### src/rtl/hs_counter_pkg.sv
// Shared constants, channel state encoding and thermometer-to-binary helper
// for the handshake-driven thermometer counter.
package hs_counter_pkg;

  localparam int MODE_WRAP     = 0;
  localparam int MODE_SATURATE = 1;

  // Widest thermometer the conversion helper accepts.
  localparam int THERM_MAX_W = 64;

  typedef enum logic [1:0] {
    WAIT_LOW = 2'd0,
    IDLE     = 2'd1,
    ACK      = 2'd2
  } chan_state_e;

  // A legal thermometer code is contiguous ones from bit 0, so its
  // population count is its binary value.
  function automatic logic [6:0] therm2bin(input logic [THERM_MAX_W-1:0] therm);
    logic [6:0] n;
    n = '0;
    for (int i = 0; i < THERM_MAX_W; i++) begin
      n = n + 7'(therm[i]);
    end
    return n;
  endfunction

endpackage

### src/rtl/hs_req_chan.sv
// One 4-phase request channel: synchroniser on the async req, a small FSM
// producing a registered ack and a single-cycle accept strobe.
//
// state    | meaning
// ---------|-----------------------------------------------------------
// WAIT_LOW | waiting for a genuine low on req before arming
// IDLE     | armed; next synchronised high is accepted
// ACK      | accepted, ack high until synchronised req returns low
module hs_req_chan
  import hs_counter_pkg::*;
#(
  parameter int SYNC_STAGES = 2
) (
  input  logic clk,
  input  logic rst_n,
  input  logic req,
  output logic ack,
  output logic accept
);

  logic [SYNC_STAGES-1:0] sync_q, sync_d;
  logic [SYNC_STAGES-1:0] fill_q, fill_d;
  chan_state_e            state_q, state_d;
  logic                   sync_req;
  logic                   sync_vld;

  // fill_q marks when the synchroniser holds real samples rather than reset
  // zeros, so a req held high across reset is never mistaken for a low.
  always_comb begin
    sync_d = {sync_q[SYNC_STAGES-2:0], req};
    fill_d = {fill_q[SYNC_STAGES-2:0], 1'b1};
  end

  assign sync_req = sync_q[SYNC_STAGES-1];
  assign sync_vld = fill_q[SYNC_STAGES-1];

  always_comb begin
    state_d = state_q;
    accept  = 1'b0;
    case (state_q)
      WAIT_LOW: if (sync_vld && !sync_req) state_d = IDLE;
      IDLE: begin
        if (sync_req) begin
          state_d = ACK;
          accept  = 1'b1;
        end
      end
      ACK:      if (!sync_req) state_d = WAIT_LOW;
      default:  state_d = WAIT_LOW;
    endcase
  end

  always_ff @(posedge clk or negedge rst_n) begin
    if (!rst_n) begin
      sync_q  <= '0;
      fill_q  <= '0;
      state_q <= WAIT_LOW;
    end else begin
      sync_q  <= sync_d;
      fill_q  <= fill_d;
      state_q <= state_d;
    end
  end

  assign ack = (state_q == ACK);

endmodule

### src/rtl/hs_therm_counter.sv
// Up/down thermometer counter stepped by 4-phase inc/dec handshakes, with
// wrap or saturate behaviour at the bounds and registered status flags.
module hs_therm_counter
  import hs_counter_pkg::*;
#(
  parameter int DEPTH       = 10,
  parameter int MODE        = MODE_WRAP,
  parameter int SYNC_STAGES = 2
) (
  input  logic                       clk,
  input  logic                       rstN,
  input  logic                       incReq,
  output logic                       incAck,
  input  logic                       decReq,
  output logic                       decAck,
  input  logic                       clr,
  output logic [DEPTH-1:0]           therm,
  output logic [$clog2(DEPTH+1)-1:0] count,
  output logic                       fin,
  output logic                       wrapPulse,
  output logic                       errPulse
);

  localparam int CW = $clog2(DEPTH + 1);

  logic             inc_acc, dec_acc;
  logic [DEPTH-1:0] therm_q, therm_d;
  logic [CW-1:0]    count_q, count_d;
  logic             fin_q, fin_d;
  logic             wrap_q, wrap_d;
  logic             err_q, err_d;

  hs_req_chan #(.SYNC_STAGES(SYNC_STAGES)) u_inc_chan (
    .clk    (clk),
    .rst_n  (rstN),
    .req    (incReq),
    .ack    (incAck),
    .accept (inc_acc)
  );

  hs_req_chan #(.SYNC_STAGES(SYNC_STAGES)) u_dec_chan (
    .clk    (clk),
    .rst_n  (rstN),
    .req    (decReq),
    .ack    (decAck),
    .accept (dec_acc)
  );

  always_comb begin
    therm_d = therm_q;
    wrap_d  = 1'b0;
    err_d   = 1'b0;
    if (clr) begin
      therm_d = '0;
    end else if (inc_acc && dec_acc) begin
      therm_d = therm_q;
    end else if (inc_acc) begin
      if (therm_q[DEPTH-1]) begin
        if (MODE == MODE_WRAP) begin
          therm_d = '0;
          wrap_d  = 1'b1;
        end else begin
          err_d   = 1'b1;
        end
      end else begin
        therm_d = {therm_q[DEPTH-2:0], 1'b1};
      end
    end else if (dec_acc) begin
      if (!therm_q[0]) begin
        if (MODE == MODE_WRAP) begin
          therm_d = '1;
          wrap_d  = 1'b1;
        end else begin
          err_d   = 1'b1;
        end
      end else begin
        therm_d = {1'b0, therm_q[DEPTH-1:1]};
      end
    end
    // count and fin come from the same next value so they never lag therm
    count_d = CW'(therm2bin(THERM_MAX_W'(therm_d)));
    fin_d   = therm_d[DEPTH-1];
  end

  always_ff @(posedge clk or negedge rstN) begin
    if (!rstN) begin
      therm_q <= '0;
      count_q <= '0;
      fin_q   <= 1'b0;
      wrap_q  <= 1'b0;
      err_q   <= 1'b0;
    end else begin
      therm_q <= therm_d;
      count_q <= count_d;
      fin_q   <= fin_d;
      wrap_q  <= wrap_d;
      err_q   <= err_d;
    end
  end

  assign therm     = therm_q;
  assign count     = count_q;
  assign fin       = fin_q;
  assign wrapPulse = wrap_q;
  assign errPulse  = err_q;

  therm_legal_a: assert property (@(posedge clk) disable iff (!rstN)
    (therm_q & (therm_q + DEPTH'(1))) == '0);

endmodule
### config.mk
export PLATFORM = sky130hd
export DESIGN_NAME = hs_therm_counter
export DESIGN_NICKNAME = d
export VERILOG_FILES = /design/src/rtl/hs_counter_pkg.sv /design/src/rtl/hs_req_chan.sv /design/src/rtl/hs_therm_counter.sv
export SDC_FILE = /design/constraint.sdc
export NUM_CORES = 1
export LEC_CHECK = 0
export ABC_AREA = 1
export CORE_UTILIZATION = 35
export CTS_BUF_LIST = sky130_fd_sc_hd__clkbuf_4 sky130_fd_sc_hd__clkbuf_8
export CTS_CLUSTER_SIZE = 16
export DETAILED_ROUTE_END_ITERATION = 10
export PLACE_DENSITY = 0.69
export SETUP_SLACK_MARGIN = 0.15
export SYNTH_ARGS = -nofsm -noshare
export SYNTH_HDL_FRONTEND = slang
export SYNTH_SLANG_ARGS = --single-unit
### constraint.sdc
create_clock -name clk -period 4.5 [get_ports clk]
set_input_delay 1.35 -clock clk [delete_from_list [all_inputs] [get_ports clk]]
set_output_delay 1.35 -clock clk [all_outputs]
set_load 0.02 [all_outputs]
* Word-level counts from Yosys, hierarchy flattened
Index checks and enable logic that the tools add are counted. W data, S select, Z words.
Operators by class: shifts and indexed selects 0, reductions and logical operators 9, bitwise logic cells 0, multipliers 0, mux-type cells 24, equal/unequal tests 10, add/sub/neg operators 9, magnitude comparators 0, divide/modulo/power cells 0
Operator list (number):
- $mux W10 | 6
- $add A4 B1 Y4 | 6
- $mux W2 | 6
- $pmux W2 S3 | 2
- $mux W1 | 10
- $ne A2 B1 Y1 const B | 4
- $reduce_and A3 Y1 | 2
- $add A3 B1 Y4 | 1
- $eq A2 B1 Y1 const B | 2
- $eq A2 B2 Y1 const B | 2
- $logic_not A2 Y1 | 2
- $ne A2 B2 Y1 const B | 2
- $add A2 B1 Y3 | 1
- $logic_and A1 B1 Y1 | 3
- $add A1 B1 Y2 | 1
- $logic_not A1 Y1 | 2
Word-level totals: bits in read-only memories 0, memories kept 0, RAM bits 0, bits in latches 0, output and inout port bits 19, bits in registers 28, input port bits 5

* Depth between registers and ports, before layout
Gate-level depths: netlist of the first run.
depth after elaboration 15, gate-level depth with buffers 16, mapped depth without buffers 15

* Hierarchy
A second synthesis of the first run with hierarchy kept.
Unflattened totals: cells, all modules 178, area, all modules 1440.1 µm²
By module, submodules not included:
- hs_therm_counter | cells each 142, area an instance 1044.8 µm², seq. area each 375.4 µm², times used 1
- hs_req_chan | cells each 18, area an instance 197.7 µm², seq. area each 150.1 µm², times used 2

* Worst setup path after synthesis of the first run
Ideal clock, no wire load.
path kind input port to flip-flop, start in clr, end reg count_q[2] (netlist: count[2]), data required time 4376 ps, arrival time 3996 ps, path buffers 0, setup time 124 ps, cell stages on the path 12, slack 380 ps, cells stage by stage clkinv_1 nand3_1 a21oi_1 fa_1 inv_1 fa_1 inv_1 fa_1 ha_1 inv_1 fa_1 xor2_1
Between the ends: cells in the longest elaborated chain, start to end 10
RTL lines:
- from (decl) | RTL line hs_therm_counter.sv:16 | input logic clr,
- $mux W10 | RTL line hs_therm_counter.sv:53 | if (clr) begin
- via therm_d[1] | RTL line hs_therm_counter.sv:27 | logic [DEPTH-1:0] therm_q, therm_d;
- $add A1 B1 Y2 | RTL line hs_counter_pkg.sv:23 | n = n + 7'(therm[i]);
- $add A2 B1 Y3 | RTL line hs_counter_pkg.sv:23
- $add A3 B1 Y4 | RTL line hs_counter_pkg.sv:23
- $add A4 B1 Y4 (6 in a row) | RTL line hs_counter_pkg.sv:23
- via count_d[2] | RTL line hs_therm_counter.sv:28 | logic [CW-1:0] count_q, count_d;
- to (signal assigned) | RTL line hs_therm_counter.sv:94 | count_q <= count_d;
- to (decl) | RTL line hs_therm_counter.sv:28
The timed path passes the listed nets, and every way through them passes these cells. A chain may end at the register's enable or synchronous reset.

* Final worst setup path of the first run
start in clr, end reg count_q[2] (netlist: count[2])
Between the ends: cells in the longest elaborated chain, start to end 10
RTL lines (RTL line):
- $mux W10 * | hs_therm_counter.sv:53
- $add A1 B1 Y2 | hs_counter_pkg.sv:23
- $add A2 B1 Y3 | hs_counter_pkg.sv:23
- $add A3 B1 Y4 | hs_counter_pkg.sv:23
- $add A4 B1 Y4 (5 in a row) | hs_counter_pkg.sv:23
- $add A4 B1 Y4 * | hs_counter_pkg.sv:23
- via count_d[2] | hs_therm_counter.sv:28
The timed path passes the listed nets; every way through them passes the cells marked *.

==> summary.md, run 1 <==
| Metric | Value |
|---|---|
| Type of the most critical hold path | flip-flop to flip-flop |
| CP Launch Type | input port |
| Largest net degree at the start of global routing | 26 |
| Htree depth | 1 |
| CP Max Fanout | 4 |
| ANT nets after route | 0 |
| WP data required | 4.66 ns |
| Vias/cell | 4.775 |
| Vias in the first global route | 1088 |
| Slew Viols, Final | 0 |
| RSZ-0062 raised after global routing | false |
| Worst Path Arrival | 4.31 ns |
| Xor/xnor share of the synthesized area | 0.006364 |
| R2R setup slack | 0.65 ns |
| Power density over cell area | 359.4 nW/um^2 |
| Largest family of logic cells by synthesized area | simple AND/OR/NAND/NOR gates |
| Num CTS Buffers | 3 |
| Max Cap Viol | 0 |
| Mux cell area share after synthesis | 0 |
| Worst Hold Launch | u_inc_chan.sync_q[0]$_DFF_PN0_ |
| Grt total ovfl | 0 |
| Post-synthesis register bit count | 25 |
| Final setup vio count | 0 |
| Fraction of layout cells with a size suffix above 1 | 0.07650 |
| First-pass GRT wire length | 4.912 mm |
| Crit path kind | input port to flip-flop |
| Max Root-Sink Buffers | 2 |
| First drt pass iteration count | 4 |
| Status | finished clean |
| Clk sinks | 25 |
| PortBufs | 22 |
| Net Count, Synth | 172 |
| Synth area leaders | dfrtp_1 45%, nand2_1 9.5%, fa_1 8.7%, inv_1 6.5%, a21oi_1 4.0% |
| Root Buffer | clkbuf_8 |
| Tmin final | 4.149 ns |
| Via Count | 1103 |
| Leakage power | 0.8044 nW |
| Ports | 24 |
| Synthesis-to-finish area growth | 22.64% |
| Share of the synthesized area in the top cell type | 0.4545 |
| Later-pin clock latency in the skew report | 0.27 ns |
| Register area | 625.6 um^2 |
| Period utilisation layout | 0.9220 |
| Sequential area share after synthesis | 0.4545 |
| End of the worst hold path | u_inc_chan.sync_q[1]$_DFF_PN0_ |
| CTS tree | yes |
| Hold_ws | 0.3553 ns |
| Gr usage total | 0.1536 |
| Cell count after synthesis | 159 |
| Die W | 64.71 um |
| Synth Warn # | 0 |
| Slack of the critical path | 0.3512 ns |
| Mapped Area | 1376 um^2 |
| Antenna cells | 0 |
| Worst VDD drop | 0.2223 mV |
| RR Endpoint | count[2]$_DFF_PN0_ |
| Pre-CTS setup slack | -0.3332 ns |
| Post-Synth Simple-Gate Area | 0.2309 |
| Syn_area_per_cell | 8.656 um^2 |
| Gpl congestion | 0.9108 |
| Fin. Hold Viols | 0 |
| DP HPWL | 2.051 mm |
| Reg2Reg Depth | 14 |
| Fillers | 382 |
| Initial antenna violation count | 0 |
| Initial DRC count | 56 |
| Initial Util | 0.3704 |
| Fin nets | 197 |
| Core Area | 3716 um^2 |
| Count of unique library cells instantiated by Yosys | 25 |
| Layout Skew | 0.001781 ns |
| Min-Delay Path Depth | 0 |
| Num rows | 22 |
| Clock transition at the registers of the reported paths | 0.09 ns |
| DR WL/cell | 12.05 um |
| Achievable Freq | 241.0 MHz |
| Adder and majority gate portion of the synthesized area | 0.1055 |
| DRT Wirelength | 2.783 mm |
| Die area | 4187 um^2 |
| DRC Markers | 0 |
| Leading area contributor after synthesis | dfrtp_1 |
| Compound-gate portion of the synthesized area | 0.09455 |
| Type of element capturing the critical path | flip-flop |
| Multi-input logic area | 609.3 um^2 |
| R2R Path Start | u_dec_chan.sync_q[1]$_DFF_PN0_ |
| Die height | 64.71 um |
cells in the mapped netlist:
master,instances
o21ai_1,2
dfrtp_1,25
o211ai_1,2
inv_1,24
inv_2,1
conb_1,2
nand2_1,35
ha_1,2
o21ai_0,5
nand3_2,1
buf_2,2
fa_1,6
xor2_1,1
a21oi_1,11
nand3_4,1
nand3_1,11
buf_6,1
nand4_1,6
o21ai_2,1
clkinv_1,1
buf_4,3
a21oi_4,1
nor2_1,12
nand2_4,1
nor3_1,2
placed cells by master, fill, tap and decap left out:
master           count
nand3_1             11
inv_2                1
ha_1                 2
o211ai_1             2
nand4_1              6
nand2_4              1
fa_1                 6
dlygate4sd2_1        1
nand3_4              1
o21ai_2              1
a21oi_4              1
nand3_2              1
a21oi_1             11
dfrtp_1             25
nor3_1               2
o21ai_0              5
xor2_1               1
nand2_1             35
clkinvlp_4           1
clkbuf_8             3
o21ai_1              2
clkinv_1             1
clkdlybuf4s50_1     21
buf_4                3
nor2_1              12
conb_1               2
clkinv_2             1
inv_1               24
worst max-delay path, stage by stage:
cell and delay, ns:
dlygate4sd2_1 0.26, clkinv_1 0.18, o21ai_1 0.14, inv_1 0.05, nand2_1 0.10, fa_1 0.44, fa_1 0.50, inv_1 0.05
fa_1 0.49, ha_1 0.16, inv_1 0.05, fa_1 0.37, xor2_1 0.17
power by group:
part           switching [W]  internal (W)  total (W)
clock network      0.0000743     0.0000627   0.000137
logic               0.000115     0.0000836   0.000199
registers          0.0000205      0.000250   0.000271
registers in the layout, indices dropped and copies added, names as in the netlist:
signal and count:
count 4, fin 1, therm 9, u_dec_chan.fill_q 2, u_dec_chan.state_q 2, u_dec_chan.sync_q 2, u_inc_chan.state_q 2, u_inc_chan.sync_q 2
wrapPulse 1
stage by stage:
| step | std cells | instance area, um^2 | utilization | setup TNS (ns) | power [W] |
|---|---|---|---|---|---|
| finish | 231 | 1688 | 0.4542 | 0 | 0.0006067 |
| global route | 231 | 1688 | 0.4542 | 0 | 0.0006551 |
| CTS | 231 | 1688 | 0.4542 | 0 | 0.0006137 |
| detailed placement | 226 | 1635 | 0.4401 | -0.6396 | 0.0004750 |
| global placement | 226 | 1635 | 0.4401 | -0.5497 | 0.0004737 |
| floorplan | 159 | 1376 | - | 0 | 0.0003983 |
layout make-up:
| cell class | instances | area share |
|---|---|---|
| inverter | 26 | 0.05856 |
| clock inverter | 1 | 0.004448 |
| clock buffer | 3 | 0.02446 |
| timing repair buffer | 25 | 0.1431 |
| timing repair inverter | 1 | 0.002224 |
| sequential | 25 | 0.3706 |
| multi-input combinational | 102 | 0.3610 |
| tap | 48 | 0.03558 |
logic make-up (layout without fill, tap and decap cells):
kind of cell	after synthesis	count (layout)
AO/OA/AOI/OAI	22	22
XOR/XNOR	1	1
adder cells (fa/ha/maj)	8	8
buffers and inverters	32	56
flip-flops	25	25
other	2	2
AND/OR/NAND/NOR	69	69
worst max-delay path by stage:
stage	startpoint	end
4_1_cts	clr	count[2]$_DFF_PN0_
2_1_floorplan	clr	count[2]$_DFF_PN0_
6_report	clr	count[2]$_DFF_PN0_
5_1_grt	clr	count[2]$_DFF_PN0_
3_5_place_dp	clr	count[2]$_DFF_PN0_
3_3_place_gp	clr	count[2]$_DFF_PN0_
per-layer routing:
layer | vias to the layer above | global-route usage | wire (um)
li1 | 551 | - | -
met1 | 511 | 0.2317 | 1334
met2 | 36 | 0.2214 | 1238
met3 | 5 | 0.02113 | 178
met4 | 0 | 0.05556 | 31
met5 | - | 0 | 0
timing repair:
| action | in CTS | in global routing |
|---|---|---|
| setup endpoints to repair | 2 | 0 |
| hold buffers | 0 | 0 |
| gates resized for setup | 2 | 0 |
| setup buffers | 0 | 0 |
No activity file was read; power rests on OpenSTA's default activity.
==> inputs of run 2 (changes only) <==
- CORE_ASPECT_RATIO: not set -> 0.9
==> run 2 against run 1 <==
Net effect: utilization is 0.39 points higher; largest power group unchanged; count of clock-buffer cells in the layout unchanged; die area barely moved; critical path type unchanged.
==> summary.md, run 2 (synthesis gave the netlist of run 1 again) <==
| Metric | Value |
|---|---|
| Status | finished clean |
| DP HPWL | 2.067 mm (+0.78%) |
| First drt pass iteration count | 4 (unchanged) |
| Die area | 4187 um^2 (about the same) |
| Grt total ovfl | 0 (unchanged) |
| Die height | 61.49 um (-5.0%) |
| Largest register FFs | 9 (unchanged) |
| Root Buffer | clkbuf_8 |
| Initial antenna violation count | 0 (unchanged) |
| Tmin final | 4.160 ns (+0.01068 ns) |
| Comb pwr share | 0.326 (-0.002) |
| Seq pwr share | 0.438 (-0.008) |
| Type of the most critical hold path | flip-flop to flip-flop |
| Period utilisation layout | 0.9243 (+0.002374) |
| Htree depth | 1 (unchanged) |
| Vias/cell | 4.871 (+2.0%) |
| Max Root-Sink Buffers | 2 (unchanged) |
| Gpl congestion | 0.9047 (-0.67%) |
| First-pass GRT wire length | 4.823 mm (-1.8%) |
| Gr usage total | 0.1557 (+0.002149) |
| Max Cap Viol | 0 (unchanged) |
| Commonest non-fill, non-tap cell in the layout | nand2_1 |
| Pre-CTS setup slack | -0.3496 ns (-0.01639 ns) |
| CTS tree | yes |
| Internal power | 0.0004005 W (+1.0%) |
| Layout Cells excl Fill | 232 (+0.43%) |
| Worst VDD drop | 0.2902 mV (+31%) |
| Via Count | 1130 (+2.4%) |
| Later-pin clock latency in the skew report | 0.28 ns (about the same) |
| Power Total | 0.0006168 W (+1.7%) |
| Leakage power | 0.8232 nW (+2.3%) |
| Achievable Freq | 240.4 MHz (-0.26%) |
| Psw | 0.0002163 W (+2.9%) |
| Clock network fraction of total power | 0.236 (+0.010) |
| Reg2Reg Depth | 15 (+1) |
| Largest net degree at the start of global routing | 26 (unchanged) |
| CP Launch Type | input port |
| WP data required | 4.67 ns (about the same) |
| R2R setup slack | 0.62 ns (-0.03 ns) |
| Ports | 24 (unchanged) |
| Register area | 625.6 um^2 (unchanged) |
| Crit path kind | input port to flip-flop |
| Dpl cell area | 1640 um^2 (+0.31%) |
| Fillers | 363 (-5.0%) |
| Worst Path Arrival | 4.33 ns (+0.02 ns) |
| Initial DRC count | 55 (-1.8%) |
| Power density over cell area | 360.9 nW/um^2 (+0.40%) |
| Most frequent cells in the layout | 35 x nand2_1, 25 x dfrtp_1, 24 x inv_1, 21 x clkdlybuf4s50_1, 12 x nor2_1 |
| RSZ-0062 raised after global routing | false |
| Clk sinks | 25 (unchanged) |
| Fin nets | 200 (+1.5%) |
| Slew Viols, Final | 0 (unchanged) |
| PortBufs | 22 (unchanged) |
| Num rows | 21 (-4.5%) |
| Clock transition at the registers of the reported paths | 0.09 ns (about the same) |
| Multi-input logic area | 609.3 um^2 (unchanged) |
| Fin area | 1709 um^2 (+1.3%) |
| Vias in the first global route | 1060 (-2.6%) |
| Die W | 68.10 um (+5.2%) |
| Antenna cells | 0 (unchanged) |
| DRT Wirelength | 2.796 mm (+0.47%) |
| Min-Delay Path Depth | 0 (unchanged) |
| Layout Skew | 0.01095 ns (+0.009168 ns) |
| ANT nets after route | 0 (unchanged) |
| DR WL/cell | 12.05 um (about the same) |
| Num CTS Buffers | 3 (unchanged) |
| Switching Share | 0.3507 (+0.004175) |
| Core Area | 3731 um^2 (+0.40%) |
| Final setup vio count | 0 (unchanged) |
| Placed cell count | 225 (-0.44%) |
| CP Max Fanout | 4 (unchanged) |
| Type of element capturing the critical path | flip-flop |
| Initial Util | 0.3689 (-0.001490) |
| Synthesis-to-finish area growth | 24.18% |
| Fraction of layout cells with a size suffix above 1 | 0.09140 (+0.01490) |
| Fin. Hold Viols | 0 (unchanged) |
| Slack of the critical path | 0.3405 ns (-0.01068 ns) |
| DRC Markers | 0 (unchanged) |
run 2: cell count changes in the layout (fill, tap and decap cells not counted), sizes merged:
cell and change:
buf +3, inv +1, clkinvlp -1
run 2: metrics by stage:
step                hold WS (ns)  TNS [ns]  utilization
floorplan                 0.3312         0            -
global placement          0.3319   -0.5550       0.4396
detailed placement        0.3347   -0.7430       0.4396
CTS                       0.3570         0       0.4581
global route              0.3696         0       0.4581
finish                    0.3529         0       0.4581
run 2: worst paths after layout:
check	to	start
max	count[2]$_DFF_PN0_	clr
min	u_inc_chan.sync_q[1]$_DFF_PN0_	u_inc_chan.sync_q[0]$_DFF_PN0_
max reg2reg	count[2]$_DFF_PN0_	u_inc_chan.state_q[1]$_DFFE_PN0P_
min reg2reg	u_inc_chan.sync_q[1]$_DFF_PN0_	u_inc_chan.sync_q[0]$_DFF_PN0_
max in group asynchronous	therm[6]$_DFF_PN0_	rstN
min in group asynchronous	therm[4]$_DFF_PN0_	rstN
run 2: timing repair:
| item | 4_1_cts | 5_1_grt |
|---|---|---|
| hold buffers | 0 | 0 |
| endpoints found under the setup margin | 2 | 0 |
| resized for setup | 2 | 0 |
| hold endpoints to repair | 0 | 0 |
| buffers inserted | 2 | 0 |
run 2: metal layers:
layer / GRT usage / wire length [um]
met5: 0 / 0
met4: 0.03869 / 18
met3: 0.05185 / 234
met2: 0.2185 / 1182
met1: 0.2295 / 1360
run 2: area by class of cell:
| type | count | area share |
|---|---|---|
| multi-input cells | 102 | 0.3565 |
| clock buffers | 3 | 0.02416 |
| repair inverters | 1 | 0.002196 |
| clock inverters | 1 | 0.005124 |
| repair buffers | 28 | 0.1545 |
| well taps | 46 | 0.03367 |
| flip-flops and latches | 25 | 0.3660 |
| inverters | 26 | 0.05783 |
run 2: power groups by stage:
stage | combinational [W] | clock, W | sequential (W)
4_1_cts | 0.000205 | 0.000150 | 0.000270
6_report | 0.000201 | 0.000146 | 0.000270
3_5_place_dp | 0.000203 | 0 | 0.000274
3_3_place_gp | 0.000198 | 0 | 0.000275
2_1_floorplan | 0.000106 | 0 | 0.000292
5_1_grt | 0.000230 | 0.000157 | 0.000274
run 2: worst max-delay path, stage by stage:
cell and delay (ns):
dlygate4sd2_1 0.27, clkinv_1 0.17, o21ai_1 0.14, inv_1 0.05
nand2_1 0.11, fa_1 0.45, fa_1 0.49, inv_1 0.05
fa_1 0.48, ha_1 0.16, inv_1 0.06, fa_1 0.37
xor2_1 0.17
==> inputs of run 3 (changes only) <==
- GPL_ROUTABILITY_DRIVEN: not set -> 1
- clock period: 4.5 -> 4 ns (I/O delays scaled with it)
==> run 3 against run 2 <==
Net effect: critical path depth rose by 1; highest routed layer unchanged; first-iteration DRC count rose by 110%; non-clock buffer count rose by 4; critical endpoint unchanged; routed wire length rose by 6.4%; critical path type unchanged; largest cell class is now multi-input gates.
==> summary.md, run 3 (synthesis gave the netlist of run 1 again) <==
| Metric | Value |
|---|---|
| Max Root-Sink Buffers | 2 (unchanged) |
| Later-pin clock latency in the skew report | 0.28 ns (about the same) |
| Final setup vio count | 0 (unchanged) |
| Worst Hold Launch | u_dec_chan.fill_q[0]$_DFF_PN0_ |
| Htree depth | 1 (unchanged) |
| DP HPWL | 2.089 mm (+1.1%) |
| Worst Path Arrival | 3.93 ns (-0.40 ns) |
| Largest net degree at the start of global routing | 26 (unchanged) |
| Grt total ovfl | 0 (unchanged) |
| GR Util met3 | 0.05000 (-0.001852) |
| Die area | 4187 um^2 (unchanged) |
| First-pass GRT wire length | 4.947 mm (+2.6%) |
| Hold_buf cts | 0 (unchanged) |
| Vias in the first global route | 1073 (+1.2%) |
| ANT nets after route | 0 (unchanged) |
| Die W | 68.10 um (unchanged) |
| Gpl congestion | 0.9305 (+2.9%) |
| Achievable Freq | 265.7 MHz |
| RSZ-0062 raised after global routing | true |
| Type of the most critical hold path | flip-flop to flip-flop |
| Crit path kind | input port to flip-flop |
| Commonest non-fill, non-tap cell in the layout | nand2_1 |
| Antenna cells | 0 (unchanged) |
| DR WL/cell | 12.61 um (+4.6%) |
| Num rows | 21 (unchanged) |
| RR Endpoint | count[2]$_DFF_PN0_ |
| Num CTS Buffers | 3 (unchanged) |
| Reg2Reg Depth | 15 (unchanged) |
| R2R Path Start | u_dec_chan.state_q[1]$_DFFE_PN0P_ |
| DRT Wirelength | 2.976 mm (+6.4%) |
| GRT Max-Usage Layer | met1 |
| CTS tree | yes |
| Status | finished clean |
| Power density over cell area | 400.6 nW/um^2 (+11%) |
| Slew Viols, Final | 0 (unchanged) |
| Die height | 61.49 um (unchanged) |
| R2R setup slack | 0.35 ns (-0.27 ns) |
| Min-Delay Path Depth | 0 (unchanged) |
| Initial antenna violation count | 0 (unchanged) |
| Initial Util | 0.3689 (unchanged) |
| First drt pass iteration count | 4 (unchanged) |
| Fraction of layout cells with a size suffix above 1 | 0.1684 (+0.07702) |
| Type of element capturing the critical path | flip-flop |
| Period utilisation layout | 0.9408 |
| Pre-CTS setup slack | -0.5273 ns (-0.1777 ns) |
| Layout Skew | 0.007845 ns (-0.003104 ns) |
| Largest register FFs | 9 (unchanged) |
| Tmin final | 3.763 ns |
| Worst VDD drop | 0.3610 mV (+24%) |
| Max Cap Viol | 0 (unchanged) |
| Leakage power | 0.8414 nW (+2.2%) |
| Slack of the critical path | 0.2369 ns (-0.1036 ns) |
| Initial DRC count | 118 (+110%) |
| DRC Markers | 0 (unchanged) |
| Most frequent cells in the layout | 35 x nand2_1, 25 x dfrtp_1, 22 x inv_1, 21 x clkdlybuf4s50_1, 11 x buf_4 |
| Gr usage total | 0.1630 (+0.007261) |
| Dpl cell area | 1668 um^2 (+1.7%) |
| Synthesis-to-finish area growth | 29.82% |
| End of the worst hold path | u_dec_chan.fill_q[1]$_DFF_PN0_ |
| Met1 Usage GRT | 0.2441 (+0.01462) |
| Clock transition at the registers of the reported paths | 0.09 ns (about the same) |
| PortBufs | 22 (unchanged) |
| Root Buffer | clkbuf_8 |
| Clk sinks | 25 (unchanged) |
| CP Max Fanout | 7 (+3) |
| CP Launch Type | input port |
| GRT met2 Usage | 0.2297 (+0.01120) |
| WP data required | 4.17 ns (-0.50 ns) |
| Ports | 24 (unchanged) |
| Fin. Hold Viols | 0 (unchanged) |
| Vias/cell | 4.915 (+0.91%) |
| Fin area | 1787 um^2 (+4.5%) |
| Core Area | 3731 um^2 (unchanged) |
| Fin nets | 204 (+2.0%) |
| Via Count | 1160 (+2.7%) |
[run 3: cell types whose count changed in the layout (fill, tap and decap cells not counted), sizes merged]
cell,previous run,this run
dlygate4sd2,1,0
nand3,13,14
clkinv,2,1
buf,6,11
[run 3: area by class of cell]
type | count | area [um^2]
fillers | 367 | 1944
multi-input cells | 103 | 655.6
flip-flops and latches | 25 | 625.6
repair buffers | 32 | 292.8
inverters | 26 | 105.1
well taps | 46 | 57.56
clock buffers | 3 | 41.29
clock inverters | 1 | 8.758
[run 3: how the worst max path moves through the flow]
| stage | start | depth (start not counted) | to |
|---|---|---|---|
| floorplan | clr | 12 | count[2]$_DFF_PN0_ |
| global placement | clr | 13 | count[2]$_DFF_PN0_ |
| detailed placement | clr | 13 | count[2]$_DFF_PN0_ |
| CTS | u_dec_chan.state_q[1]$_DFFE_PN0P_ | 15 | count[2]$_DFF_PN0_ |
| global route | clr | 13 | count[2]$_DFF_PN0_ |
| finish | clr | 14 | count[2]$_DFF_PN0_ |
[run 3: per-layer routing]
layer	share of wire	routed length [um]
met1	0.47	1398
met4	0.016	48
met5	0	0
met3	0.085	253
met2	0.43	1276
[run 3: per-stage QoR]
step | cells | setup TNS, ns | total power [W] | util | hold slack [ns]
finish | 236 | 0 | 0.0007158 | 0.4789 | 0.3555
global route | 236 | 0 | 0.0007628 | 0.4789 | 0.3687
CTS | 233 | 0 | 0.0007093 | 0.4618 | 0.3581
detailed placement | 228 | -1.258 | 0.0005383 | 0.4470 | 0.3358
global placement | 228 | -1.168 | 0.0005383 | 0.4470 | 0.3321
floorplan | 159 | 0 | 0.0004484 | - | 0.3312
[run 3: timing repair]
| item | 4_1_cts | 5_1_grt |
|---|---|---|
| endpoints found under the setup margin | 3 | 2 |
| resized for setup | 5 | 13 |
| pin swaps | 1 | 1 |
| buffers inserted | 1 | 2 |
| gates cloned | 0 | 1 |
[run 3: where the power goes]
part,total (W),internal [W],switching [W]
registers,0.000305,0.000281,0.0000232
logic,0.000245,0.000105,0.000141
clock network,0.000166,0.0000733,0.0000926
[run 3: critical path, stage by stage]
cell      delay (ns)
buf_4           0.10
clkinv_4        0.08
buf_4           0.15
o21ai_2         0.05
inv_1           0.05
nand2_1         0.07
fa_1            0.43
fa_1            0.49
inv_1           0.05
fa_1            0.49
ha_2            0.18
inv_1           0.05
fa_1            0.37
xor2_1          0.17
